**src/rtl/sixteen_bit_sequential_divider.sv**
```systemverilog
// Radix-2 restoring divider: 2*WIDTH-bit dividend by WIDTH-bit divisor, one quotient bit per clock.
// Divide-by-zero and quotient-overflow are resolved on the accept edge and skip iteration.
//
// state  | meaning
// -------+------------------------------------------------------------
// S_IDLE | waiting for start; outputs hold the last result
// S_RUN  | iterating, one quotient bit per clock (busy=1)
// S_DONE | result registers valid for this cycle (done=1); start accepted

module sixteen_bit_sequential_divider #(
  parameter int WIDTH = 16
) (
  input  logic                 clk,
  input  logic                 rst,
  input  logic                 start,
  input  logic [2*WIDTH-1:0]   in1,
  input  logic [WIDTH-1:0]     in2,
  output logic                 busy,
  output logic                 done,
  output logic [WIDTH-1:0]     quotient,
  output logic [WIDTH-1:0]     remainder,
  output logic                 div_by_zero,
  output logic                 overflow
);

  localparam int CW = $clog2(WIDTH);

  typedef enum logic [1:0] {S_IDLE, S_RUN, S_DONE} state_t;

  state_t           state, state_nxt;
  logic [WIDTH-1:0] rem_r, dvd_r, div_r;
  logic [WIDTH-1:0] rem_nxt, dvd_nxt;
  logic [WIDTH:0]   t;
  logic [CW-1:0]    cnt;
  logic             accept, exc_dz, exc_ov, last_step, ge;

  always_comb begin
    accept    = start && (state != S_RUN);
    exc_dz    = (in2 == '0);
    exc_ov    = !exc_dz && (in1[2*WIDTH-1:WIDTH] >= in2);
    last_step = (cnt == '0);
  end

  // One restoring step. Since rem_r < div_r, the difference fits in WIDTH bits,
  // so the low bits of the modular subtraction are the exact partial remainder.
  always_comb begin
    t       = {rem_r, dvd_r[WIDTH-1]};
    ge      = (t >= {1'b0, div_r});
    rem_nxt = ge ? (t[WIDTH-1:0] - div_r) : t[WIDTH-1:0];
    dvd_nxt = {dvd_r[WIDTH-2:0], ge};
  end

  always_comb begin
    state_nxt = state;
    busy      = 1'b0;
    done      = 1'b0;
    case (state)
      S_IDLE, S_DONE: begin
        done = (state == S_DONE);
        if (accept) state_nxt = (exc_dz || exc_ov) ? S_DONE : S_RUN;
        else        state_nxt = S_IDLE;
      end
      S_RUN: begin
        busy = 1'b1;
        if (last_step) state_nxt = S_DONE;
      end
      default: state_nxt = S_IDLE;
    endcase
  end

  always_ff @(posedge clk) begin
    if (rst) state <= S_IDLE;
    else     state <= state_nxt;
  end

  // Quotient bits shift into the vacated low end of the dividend register.
  always_ff @(posedge clk) begin
    if (rst) begin
      quotient    <= '0;
      remainder   <= '0;
      div_by_zero <= 1'b0;
      overflow    <= 1'b0;
      rem_r       <= '0;
      dvd_r       <= '0;
      div_r       <= '0;
      cnt         <= '0;
    end else if (accept) begin
      div_by_zero <= exc_dz;
      overflow    <= exc_ov;
      if (exc_dz || exc_ov) begin
        quotient  <= '1;
        remainder <= in1[WIDTH-1:0];
      end
      rem_r <= in1[2*WIDTH-1:WIDTH];
      dvd_r <= in1[WIDTH-1:0];
      div_r <= in2;
      cnt   <= CW'(WIDTH - 1);
    end else if (state == S_RUN) begin
      rem_r <= rem_nxt;
      dvd_r <= dvd_nxt;
      cnt   <= cnt - CW'(1);
      if (last_step) begin
        quotient  <= dvd_nxt;
        remainder <= rem_nxt;
      end
    end
  end

endmodule

```
**config.mk**
```make
export PLATFORM = sky130hd
export DESIGN_NAME = sixteen_bit_sequential_divider
export DESIGN_NICKNAME = d
export VERILOG_FILES = /design/src/rtl/sixteen_bit_sequential_divider.sv
export SDC_FILE = /design/constraint.sdc
export NUM_CORES = 1
export LEC_CHECK = 0
export CAP_MARGIN = 20
export CORE_ASPECT_RATIO = 0.7
export CORE_MARGIN = 5
export CORE_UTILIZATION = 30
export DETAILED_ROUTE_END_ITERATION = 10
export GPL_ROUTABILITY_DRIVEN = 0
export PLACE_DENSITY_LB_ADDON = 0.08
export SLEW_MARGIN = 20
export SYNTH_ARGS = -nofsm -noshare
export SYNTH_HDL_FRONTEND = slang
export SYNTH_SLANG_ARGS = --single-unit
export TNS_END_PERCENT = 100
```
**constraint.sdc**
```tcl
create_clock -name clk -period 3.85 [get_ports clk]
set_input_delay 0.77 -clock clk [delete_from_list [all_inputs] [get_ports clk]]
set_output_delay 0.77 -clock clk [all_outputs]
set_load 0.02 [all_outputs]
```
* Yosys cells after proc, flatten, opt, wreduce, memory -nomap -nowiden
Index checks and enable logic that the tools add are counted.
W data, S select, Z words.
** Cells by class
- Eq/ne operators :: 5
- Magnitude comparators :: 2
- Multiplexer cells :: 21
- Add/subtract/negate cells :: 2
- Reduce and logical (&&, ||, !) cells :: 11
** Operators by type and width (number)
- $mux W16 :: 13
- $ge A17 B16 Y1 :: 1
- $ge A16 B16 Y1 :: 1
- $logic_not A16 Y1 :: 1
- $sub A16 B16 Y16 :: 1
- $mux W4 :: 2
- $mux W2 :: 3
- $logic_not A4 Y1 :: 1
- $ne A2 B1 Y1 const B :: 2
- $pmux W2 S2 :: 1
- $reduce_bool A2 Y1 :: 2
- $sub A4 B1 Y4 const B :: 1
- $reduce_and A3 Y1 :: 1
- $eq A2 B1 Y1 const B :: 1
- $eq A2 B2 Y1 const B :: 1
- $logic_and A1 B1 Y1 :: 2
- $logic_not A2 Y1 :: 1
- $mux W1 :: 2
- $ne A2 B2 Y1 const B :: 1
- $reduce_or A2 Y1 :: 1
- $logic_not A1 Y1 :: 1
- $logic_or A1 B1 Y1 :: 1
** Storage, ports and cells
- Output and inout bits :: 36
- Register bits after elaboration :: 88
- Input bits :: 51
- Logic and storage cells :: 50

* Depth between registers and ports, before layout
Gate-level depths: netlist of the first run.
- Depth after elaboration :: 7
- Mapped depth :: 11
- Mapped depth without buffers :: 10

* Worst setup path before layout of the first run
Ideal clock, no wire load.
- Path kind :: in2reg
- Start :: in in2[9]
- End :: reg quotient[10]
- Library setup time :: 119 ps
- Path buffers :: 2
- Cell stages on the path :: 11
- Setup slack :: 941 ps
- Data required time :: 3731 ps
- Data arrival time :: 2790 ps
- Cell sequence :: inv_1 > ha_1 > a21o_1 > a21o_1 > a221oi_1 > o211a_1 > o211a_1 > buf_2 > o21ai_1 > buf_2 > o221a_2
** On the way
- Word-level cells in the longest chain between the ends :: 6
- Elaborated cells between the ends (all ways) :: 7
- Classes of those cells :: 1 x order compare; 1 x eq/ne; 5 x reduce/logical
** RTL lines
- start: declaration :: line 17 : input logic [WIDTH-1:0] in2,
- branches (longest 3 deep; another with $ge A16 B16 Y1)
- $logic_or A1 B1 Y1 * :: line 90 : if (exc_dz || exc_ov) begin
- $ne A2 B1 Y1 (no line) *
- $reduce_and A3 Y1 (no line) *
- end signal: assignment :: line 103 : quotient <= dvd_nxt;
- end: declaration :: line 20 : output logic [WIDTH-1:0] quotient,
Mark *: on every way between the ends.
A chain may end at the register's enable or synchronous reset.

* Final worst setup path of the first run
- Start :: in in2[9]
- End :: reg quotient[0]
Same word-level chain as after synthesis.

==> metrics.log, run 1 <==
[metrics] clock transition at the registers of the reported paths: approximately 70 ps
[metrics] Avg Cell Area, Syn: 8.44 µm²
[metrics] DP HPWL: 13.0 mm
[metrics] top-area cell type share of the netlist area: roughly a third
[metrics] number of rows in the core area: 40
[metrics] global-route wire length before repair: 28.0 mm
[metrics] via/cell ratio: 5.33
[metrics] cell types with the largest area share after synthesis: sky130_fd_sc_hd__dfxtp_1 (34%), sky130_fd_sc_hd__ha_1 (7.9%), sky130_fd_sc_hd__a211oi_1 (7.4%), sky130_fd_sc_hd__mux2i_1 (6.3%), sky130_fd_sc_hd__nand2_1 (3.6%)
[metrics] effective utilization at floorplan: 30.6%
[metrics] overflow left after global routing: 0
[metrics] total power divided by cell area: 515 mW/mm²
[metrics] Finished Layout Cells: 929
[metrics] Placement Cell Area: between 0.006 and 0.007 mm²
[metrics] fin util: between 30% and 40%
[metrics] clock tree from TritonCTS: yes
[metrics] number of placed I/O pins: 87
[metrics] maximum number of pins on one net before global-route repair: 71
[metrics] headroom to the max-slew limit: 31.2%
[metrics] sequential-to-total area share from yosys stat: 33.6%
[metrics] Placed Cells incl. Taps: between 900 and 1000
[metrics] number of DRC markers in iteration 0: 264
[metrics] static leakage: around 2.7 nW
[metrics] antenna cell count: 0
[metrics] Post-CTS Setup Repair Bufs: 0
[metrics] Fin Clk Skew: between 9 and 10 ps
[metrics] cts-stage hold buffer count: 0
[metrics] Layout fillers: roughly 1800
[metrics] distinct cell type count of the synthesized netlist: 60
[metrics] quantity of gates resized following cts: 0
[metrics] Fin. Hold Viols: 0
[metrics] number of nets in the layout: 778
[metrics] clk root buf: sky130_fd_sc_hd__clkbuf_16
[metrics] number of vias in the routed layout: 4956
[metrics] area of the core region: 0.0172 mm²
[metrics] gate family responsible for the most delay along the worst path: compound AO/OA/AOI/OAI gates
[metrics] combined buffer and inverter count along the critical path: 3
[metrics] net count after synthesis: between 700 and 800
[metrics] buffers from clock root to sink, at most: 2
[metrics] Worst EP required: 4090 ps
[metrics] fraction of layout cells with a size suffix above 1: between 8 and 9%
[metrics] H-tree lvl count: 3
[metrics] clock latency of the later-clocked register in the worst-skew pair: 350 ps
[metrics] commonest non-fill, non-tap cell in the layout: sky130_fd_sc_hd__dfxtp_1
[metrics] top cell type by total area after synthesis: sky130_fd_sc_hd__dfxtp_1
[metrics] number of antenna violations at the first check in global routing: 0
[metrics] FFs w/ async S/R, synth: 0%
[metrics] classification of the worst-slack hold path: register to register
[metrics] commonest cells after routing, fill and taps aside: sky130_fd_sc_hd__dfxtp_1 (88), sky130_fd_sc_hd__clkdlybuf4s50_1 (84), sky130_fd_sc_hd__a211oi_1 (52)
[metrics] Pre-Repair DR Iteration Count: 4
[metrics] max frequency: slightly below 300 MHz
[metrics] synthesis-to-finish area growth: 27.4%
[metrics] Max Transition Viols Final: 0
[metrics] Post-DRT Antenna Nets: 0
[metrics] cell count after synthesis: approximately 620
[metrics] Post-synth top flop: sky130_fd_sc_hd__dfxtp_1
[metrics] height of the die: 121 µm
[metrics] flip-flop and latch count after synthesis: 88
[metrics] total of endpoints with negative setup slack in the final report: 0
[metrics] count of flip-flops with a built-in enable after synthesis: 0
[metrics] arrival time at the worst endpoint: 3620 ps
[metrics] worst slew pin tran: 1030 ps
[metrics] per-cell routed wire length: ~19 µm
[metrics] crit path cell chain: clkdlybuf4s50_1, inv_1, ha_1, a21o_1, a21o_1, a221oi_1, o211a_1, o211a_1, o21ai_1, buf_4, o221a_2
[metrics] floorplan die width: 168 µm
[metrics] input/output buffers: 86
[metrics] setup repair after global routing missed its margin: no
[metrics] Setup crit start kind: input port
[metrics] WL final: 17.7 mm
[metrics] result of the run: complete, no violations
[metrics] # Max-Cap Violations: 0
[metrics] Critical Setup Path Class: input port to register
[metrics] post-synthesis instance area: approximately 0.0052 mm²
[metrics] Residual DRC: 0
[metrics] synthesis warning total: 0
[metrics] cts bufs inserted: 9
[metrics] setup TNS: 0 ps
[metrics] minimum clock period after layout: between 3000 and 4000 ps
[metrics] largest driver fanout on the critical path: 17
[metrics] maximum ir drop on the vdd rail: 0.287 mV
[metrics] die footprint: 0.0203 mm²
[metrics] aggregate global-route resource usage: 17.3%
[metrics] cell area after layout: 0.00669 mm²
[metrics] category of the worst setup path capture point: register
[metrics] ratio of final minimum period to clock period: 87.9%
[metrics] number of global-route vias before repair: ~4800
[metrics] peak per-stage delay on the critical path: 510 ps
[metrics] Clock Sink Count: around 90
[metrics] slowest stage cell, crit path: sky130_fd_sc_hd__clkdlybuf4s50_1
==> Yosys cell counts, types with 2 or more instances <==
master                      number
sky130_fd_sc_hd__nor2b_1         8
sky130_fd_sc_hd__o31a_1          3
sky130_fd_sc_hd__o311ai_0        2
sky130_fd_sc_hd__nand2b_1        2
sky130_fd_sc_hd__o211ai_1        4
sky130_fd_sc_hd__clkbuf_1       30
sky130_fd_sc_hd__and3_1          6
sky130_fd_sc_hd__ha_1           33
sky130_fd_sc_hd__nand3_1        10
sky130_fd_sc_hd__nand4_1         3
sky130_fd_sc_hd__a311oi_1        4
sky130_fd_sc_hd__or3_1           3
sky130_fd_sc_hd__a21oi_1        35
sky130_fd_sc_hd__o41ai_1         5
sky130_fd_sc_hd__o211a_1         4
sky130_fd_sc_hd__dfxtp_1        88
sky130_fd_sc_hd__inv_1          47
sky130_fd_sc_hd__a21o_1          9
sky130_fd_sc_hd__nor2_1         47
sky130_fd_sc_hd__buf_2           6
sky130_fd_sc_hd__a211o_1         2
sky130_fd_sc_hd__o221a_2        17
sky130_fd_sc_hd__o21a_1          9
sky130_fd_sc_hd__o21ai_1         2
sky130_fd_sc_hd__a211oi_1       52
sky130_fd_sc_hd__nor4b_1         2
sky130_fd_sc_hd__nor3_1         18
sky130_fd_sc_hd__o21ai_0        18
sky130_fd_sc_hd__o32ai_1         6
sky130_fd_sc_hd__nand2_1        51
sky130_fd_sc_hd__nor4_1          7
sky130_fd_sc_hd__xor2_1          3
sky130_fd_sc_hd__a21boi_0        7
sky130_fd_sc_hd__o2111ai_1      13
sky130_fd_sc_hd__mux2i_1        33
sky130_fd_sc_hd__buf_1           5
sky130_fd_sc_hd__and4_1          2
sky130_fd_sc_hd__a31oi_1         4
==> state kept, by name (all words and copies together) (netlist names) <==
name and flops:
cnt 4, div_by_zero 1, div_r 16, dvd_r 16
overflow 1, quotient 16, rem_r 16, remainder 16
state 2
==> report_power, final <==
part,internal (W),leakage (nW),switching (W)
Sequential,0.00102,0.725,0.0000776
Combinational,0.000518,1.78,0.000790
Clock,0.000642,0.164,0.000404
Total,0.00218,2.67,0.00127
==> metrics by stage <==
stage / hold WS, ps / power (W) / setup WS, ps
5_1_grt: 474 / 0.00367 / 347
4_1_cts: 456 / 0.00348 / 506
2_1_floorplan: 436 / 0.00198 / 941
6_report: 455 / 0.00345 / 464
3_3_place_gp: 445 / 0.00240 / 249
3_5_place_dp: 447 / 0.00241 / 139
==> final timing paths <==
kind,from,to,slack [ps],cells after the start
min reg2reg,div_r[11],div_r[11],460,2
min,div_r[11],div_r[11],460,2
max reg2reg,div_r[1],remainder[14],620,9
max,in2[9],quotient[0],460,11
==> final cells by class <==
type / instances / area (µm²) / area share (%)
tap: 231 / 289 / 4.32
timing repair buffer: 102 / 971 / 14.5
sequential: 88 / 1760 / 26.3
clock buffer: 9 / 225 / 3.37
inverter: 48 / 180 / 2.69
multi-input combinational: 444 / 3140 / 46.9
clock inverter: 7 / 125 / 1.87
==> metal layers <==
layer	up-vias	track usage, %	routed length (µm)
met5	-	0	0
met4	0	3.75	195
met3	16	3.82	743
met2	110	23.9	7050
met1	2363	27.0	9670
li1	2467	-	-
==> logic make-up after synthesis <==
group	Yosys count	share of synthesized area, %
AOI/OAI and AO/OA	205	29.2
and+or+nand+nor	166	14.8
buffers and inverters	90	6.72
DFF	88	33.6
muxes	35	6.79
adders and majority gates	34	8.25
xor gates and xnor gates	4	0.668
==> worst min-delay path, cell delays in order (launching register included) <==
cell and delay, ps:
sky130_fd_sc_hd__dfxtp_1 310, sky130_fd_sc_hd__nand2_1 50, sky130_fd_sc_hd__a21oi_1 50
(Power assumes the default switching activity.)
==> run 2: changes to the inputs <==
--- a/config.mk
+++ b/config.mk
@@ -7,7 +7,6 @@
 export LEC_CHECK = 0
 export CAP_MARGIN = 20
 export CORE_ASPECT_RATIO = 0.7
-export CORE_MARGIN = 5
 export CORE_UTILIZATION = 30
 export DETAILED_ROUTE_END_ITERATION = 10
 export GPL_ROUTABILITY_DRIVEN = 0
==> constraint.sdc (replaced) <==
create_clock -name clk -period 2.9 [get_ports clk]
set_input_delay 0.58 -clock clk [delete_from_list [all_inputs] [get_ports clk]]
set_output_delay 0.58 -clock clk [all_outputs]
set_load 0.02 [all_outputs]
==> metrics.log, run 2 (same netlist as run 1, synthesis figures left out) <==
[metrics] most repeated library cell on the critical path: sky130_fd_sc_hd__o211a_4
[metrics] Residual DRC: 0 (unchanged)
[metrics] total of endpoints with negative setup slack in the final report: 0 (unchanged)
[metrics] category of the worst setup path capture point: register
[metrics] maximum number of pins on one net before global-route repair: 57 (-20%)
[metrics] input/output buffers: 86 (unchanged)
[metrics] number of vias in the routed layout: 5170 (+4.3%)
[metrics] Fin. Hold Viols: 0 (unchanged)
[metrics] # Max-Cap Violations: 0 (unchanged)
[metrics] Setup crit start kind: input port
[metrics] static leakage: 3.00 nW (+13%)
[metrics] number of rows in the core area: 40 (unchanged)
[metrics] fraction of layout cells with a size suffix above 1: 17.7% (+9.3 points)
[metrics] Fin Clk Skew: 8.70 ps (-1.19 ps)
[metrics] DP HPWL: 13.1 mm (+0.84%)
[metrics] number of DRC markers in iteration 0: 279 (+5.7%)
[metrics] number of placed I/O pins: 87 (unchanged)
[metrics] worst slew pin tran: 608 ps (-419 ps)
[metrics] net switching power: 0.00176 W (+39%)
[metrics] Max Transition Viols Final: 0 (unchanged)
[metrics] Worst EP required: 3150 ps (-940 ps)
[metrics] peak per-stage delay on the critical path: 490 ps (-20 ps)
[metrics] clock latency of the later-clocked register in the worst-skew pair: 350 ps (about the same)
[metrics] Placed Cells incl. Taps: 967 (+5.9%)
[metrics] H-tree lvl count: 3 (unchanged)
[metrics] overflow left after global routing: 0 (unchanged)
[metrics] cts-stage hold buffer count: 0 (unchanged)
[metrics] Finished Layout Cells: 986 (+6.1%)
[metrics] Cell Int Power: 0.00301 W (+39%)
[metrics] crit path cell chain: clkdlybuf4s50_1, inv_1, ha_1, nand2b_1, a21o_1, a211oi_1, buf_4, o211a_4, o211a_4, o21ai_4, clkbuf_16, o221a_2
[metrics] ratio of final minimum period to clock period: a little over nine tenths
[metrics] sink of the worst hold path: div_r[11]
[metrics] commonest cells after routing, fill and taps aside: sky130_fd_sc_hd__dfxtp_1 (88), sky130_fd_sc_hd__clkdlybuf4s50_1 (82), sky130_fd_sc_hd__buf_4 (68)
[metrics] slowest stage cell, crit path: sky130_fd_sc_hd__clkdlybuf4s50_1
[metrics] Critical R2R Capture: remainder[8]
[metrics] height of the die: 113 µm (-6.6%)
[metrics] source of the worst hold timing path: div_r[11]
[metrics] synthesis-to-finish area growth: 38.6%
[metrics] maximum ir drop on the vdd rail: 0.250 mV (-13%)
[metrics] arrival time at the worst endpoint: 3070 ps (-550 ps)
[metrics] clock tree from TritonCTS: yes
[metrics] result of the run: complete, no violations
[metrics] effective utilization at floorplan: 30.7% (+0.089 points)
[metrics] classification of the worst-slack hold path: register to register
[metrics] Post-DRT Antenna Nets: 0 (unchanged)
[metrics] Sequential Power Share: 30.5% (-1.2 points)
[metrics] headroom to the max-slew limit: 59.5% (+28 points)
[metrics] number of antenna violations at the first check in global routing: 0 (unchanged)
[metrics] buffers from clock root to sink, at most: 2 (unchanged)
[metrics] area of the core region: 0.0171 mm² (-0.29%)
[metrics] largest driver fanout on the critical path: 7 (-10)
[metrics] per-cell routed wire length: 18.2 µm (-4.4%)
[metrics] depth of the worst register-to-register path: 10 (+1)
[metrics] combinational fraction of design power: 41.7% (+3.8 points)
[metrics] Critical R2R Launch: div_r[14]
[metrics] total power divided by cell area: 657 mW/mm² (+27%)
[metrics] switching share of total power: 36.9% (about the same)
[metrics] minimum clock period after layout: 2830 ps
[metrics] floorplan die width: 160 µm (-4.8%)
[metrics] aggregate global-route resource usage: 19.8% (+2.4 points)
[metrics] clock share of power: 27.8% (-2.5 points)
[metrics] cell area after layout: 0.00727 mm² (+8.7%)
[metrics] die footprint: 0.0180 mm² (-11%)
[metrics] Placement Cell Area: 0.00676 mm² (+6.6%)
[metrics] clock transition at the registers of the reported paths: 70 ps (about the same)
[metrics] Pre-Repair DR Iteration Count: 5 (+1)
[metrics] commonest non-fill, non-tap cell in the layout: sky130_fd_sc_hd__dfxtp_1
[metrics] number of global-route vias before repair: 5004 (+4.3%)
[metrics] Clock Sink Count: 88 (unchanged)
[metrics] minimum setup slack among reg-to-reg paths: 110 ps (-510 ps)
[metrics] depth of the worst hold-timing path: 2 (unchanged)
[metrics] WL final: 17.9 mm (+1.4%)
[metrics] Critical Setup Path Class: input port to register
[metrics] clk root buf: sky130_fd_sc_hd__clkbuf_16
[metrics] number of nets in the layout: 835 (+7.3%)
[metrics] max frequency: approximately 350 MHz
[metrics] via/cell ratio: 5.24 (-1.7%)
[metrics] global-route wire length before repair: 27.8 mm (-0.69%)
[metrics] antenna cell count: 0 (unchanged)
[metrics] cts bufs inserted: 9 (unchanged)
[run 2: cell count changes in the layout (fill, tap and decap cells not counted), sizes merged]
cell,delta
buf,+56
bufinv,-1
clkdlybuf4s50,-2
inv,+2
clkbuf,+2
clkinvlp,-2
dlymetal6s2s,+2
[run 2: timing repair]
item	CTS	global route
pin swaps	0	6
gates resized for setup	3	26
setup buffers	0	1
cloned	0	2
setup endpoints to repair	32	42
[run 2: cell type report]
class                      count  area (µm²)
clock buffer                  10         239
timing repair buffer         159        1440
multi-input combinational    444        3270
fill                        1753        9840
inverter                      48         180
tap                          231         289
sequential                    88        1760
clock inverter                 6        95.1
[run 2: per-stage QoR]
stage	setup WS (ps)	utilization (%)	total power (W)	hold WS (ps)	TNS, ps
global route	-13.4	42.5	0.00506	472	-33.9
floorplan	181	-	0.00263	436	0
finish	73.7	42.5	0.00478	455	0
CTS	33.8	41.5	0.00472	458	0
detailed placement	-505	39.5	0.00337	450	-14850
global placement	-436	39.5	0.00336	447	-12980
[run 2: power by group through the flow]
stage	logic, W	registers [W]	clock network (W)
finish	0.00199	0.00146	0.00133
global route	0.00218	0.00147	0.00141
CTS	0.00190	0.00145	0.00136
detailed placement	0.00189	0.00148	0
global placement	0.00188	0.00148	0
floorplan	0.00111	0.00151	0
[run 2: per-layer routing]
layer | track usage, % | wire (µm) | vias up
li1 | - | - | 2600
met1 | 30.1 | 9670 | 2424
met2 | 27.9 | 7150 | 128
met3 | 3.58 | 842 | 18
met4 | 5.52 | 253 | 0
met5 | 0 | 0 | -
[run 2: worst max path at each step]
stage / from / end / cells after the start
2_1_floorplan: in2[9] / quotient[10] / 11
5_1_grt: div_r[14] / remainder[9] / 10
3_5_place_dp: in2[9] / remainder[15] / 12
6_report: in1[16] / quotient[0] / 12
4_1_cts: in2[9] / quotient[0] / 12
3_3_place_gp: in2[9] / quotient[0] / 12
[run 2: critical path, delay by kind of cell]
family	cells	cell delay (ps)
simple gates	1	140
compound gates	6	1170
fa+ha+maj	1	280
buf+inv	4	900
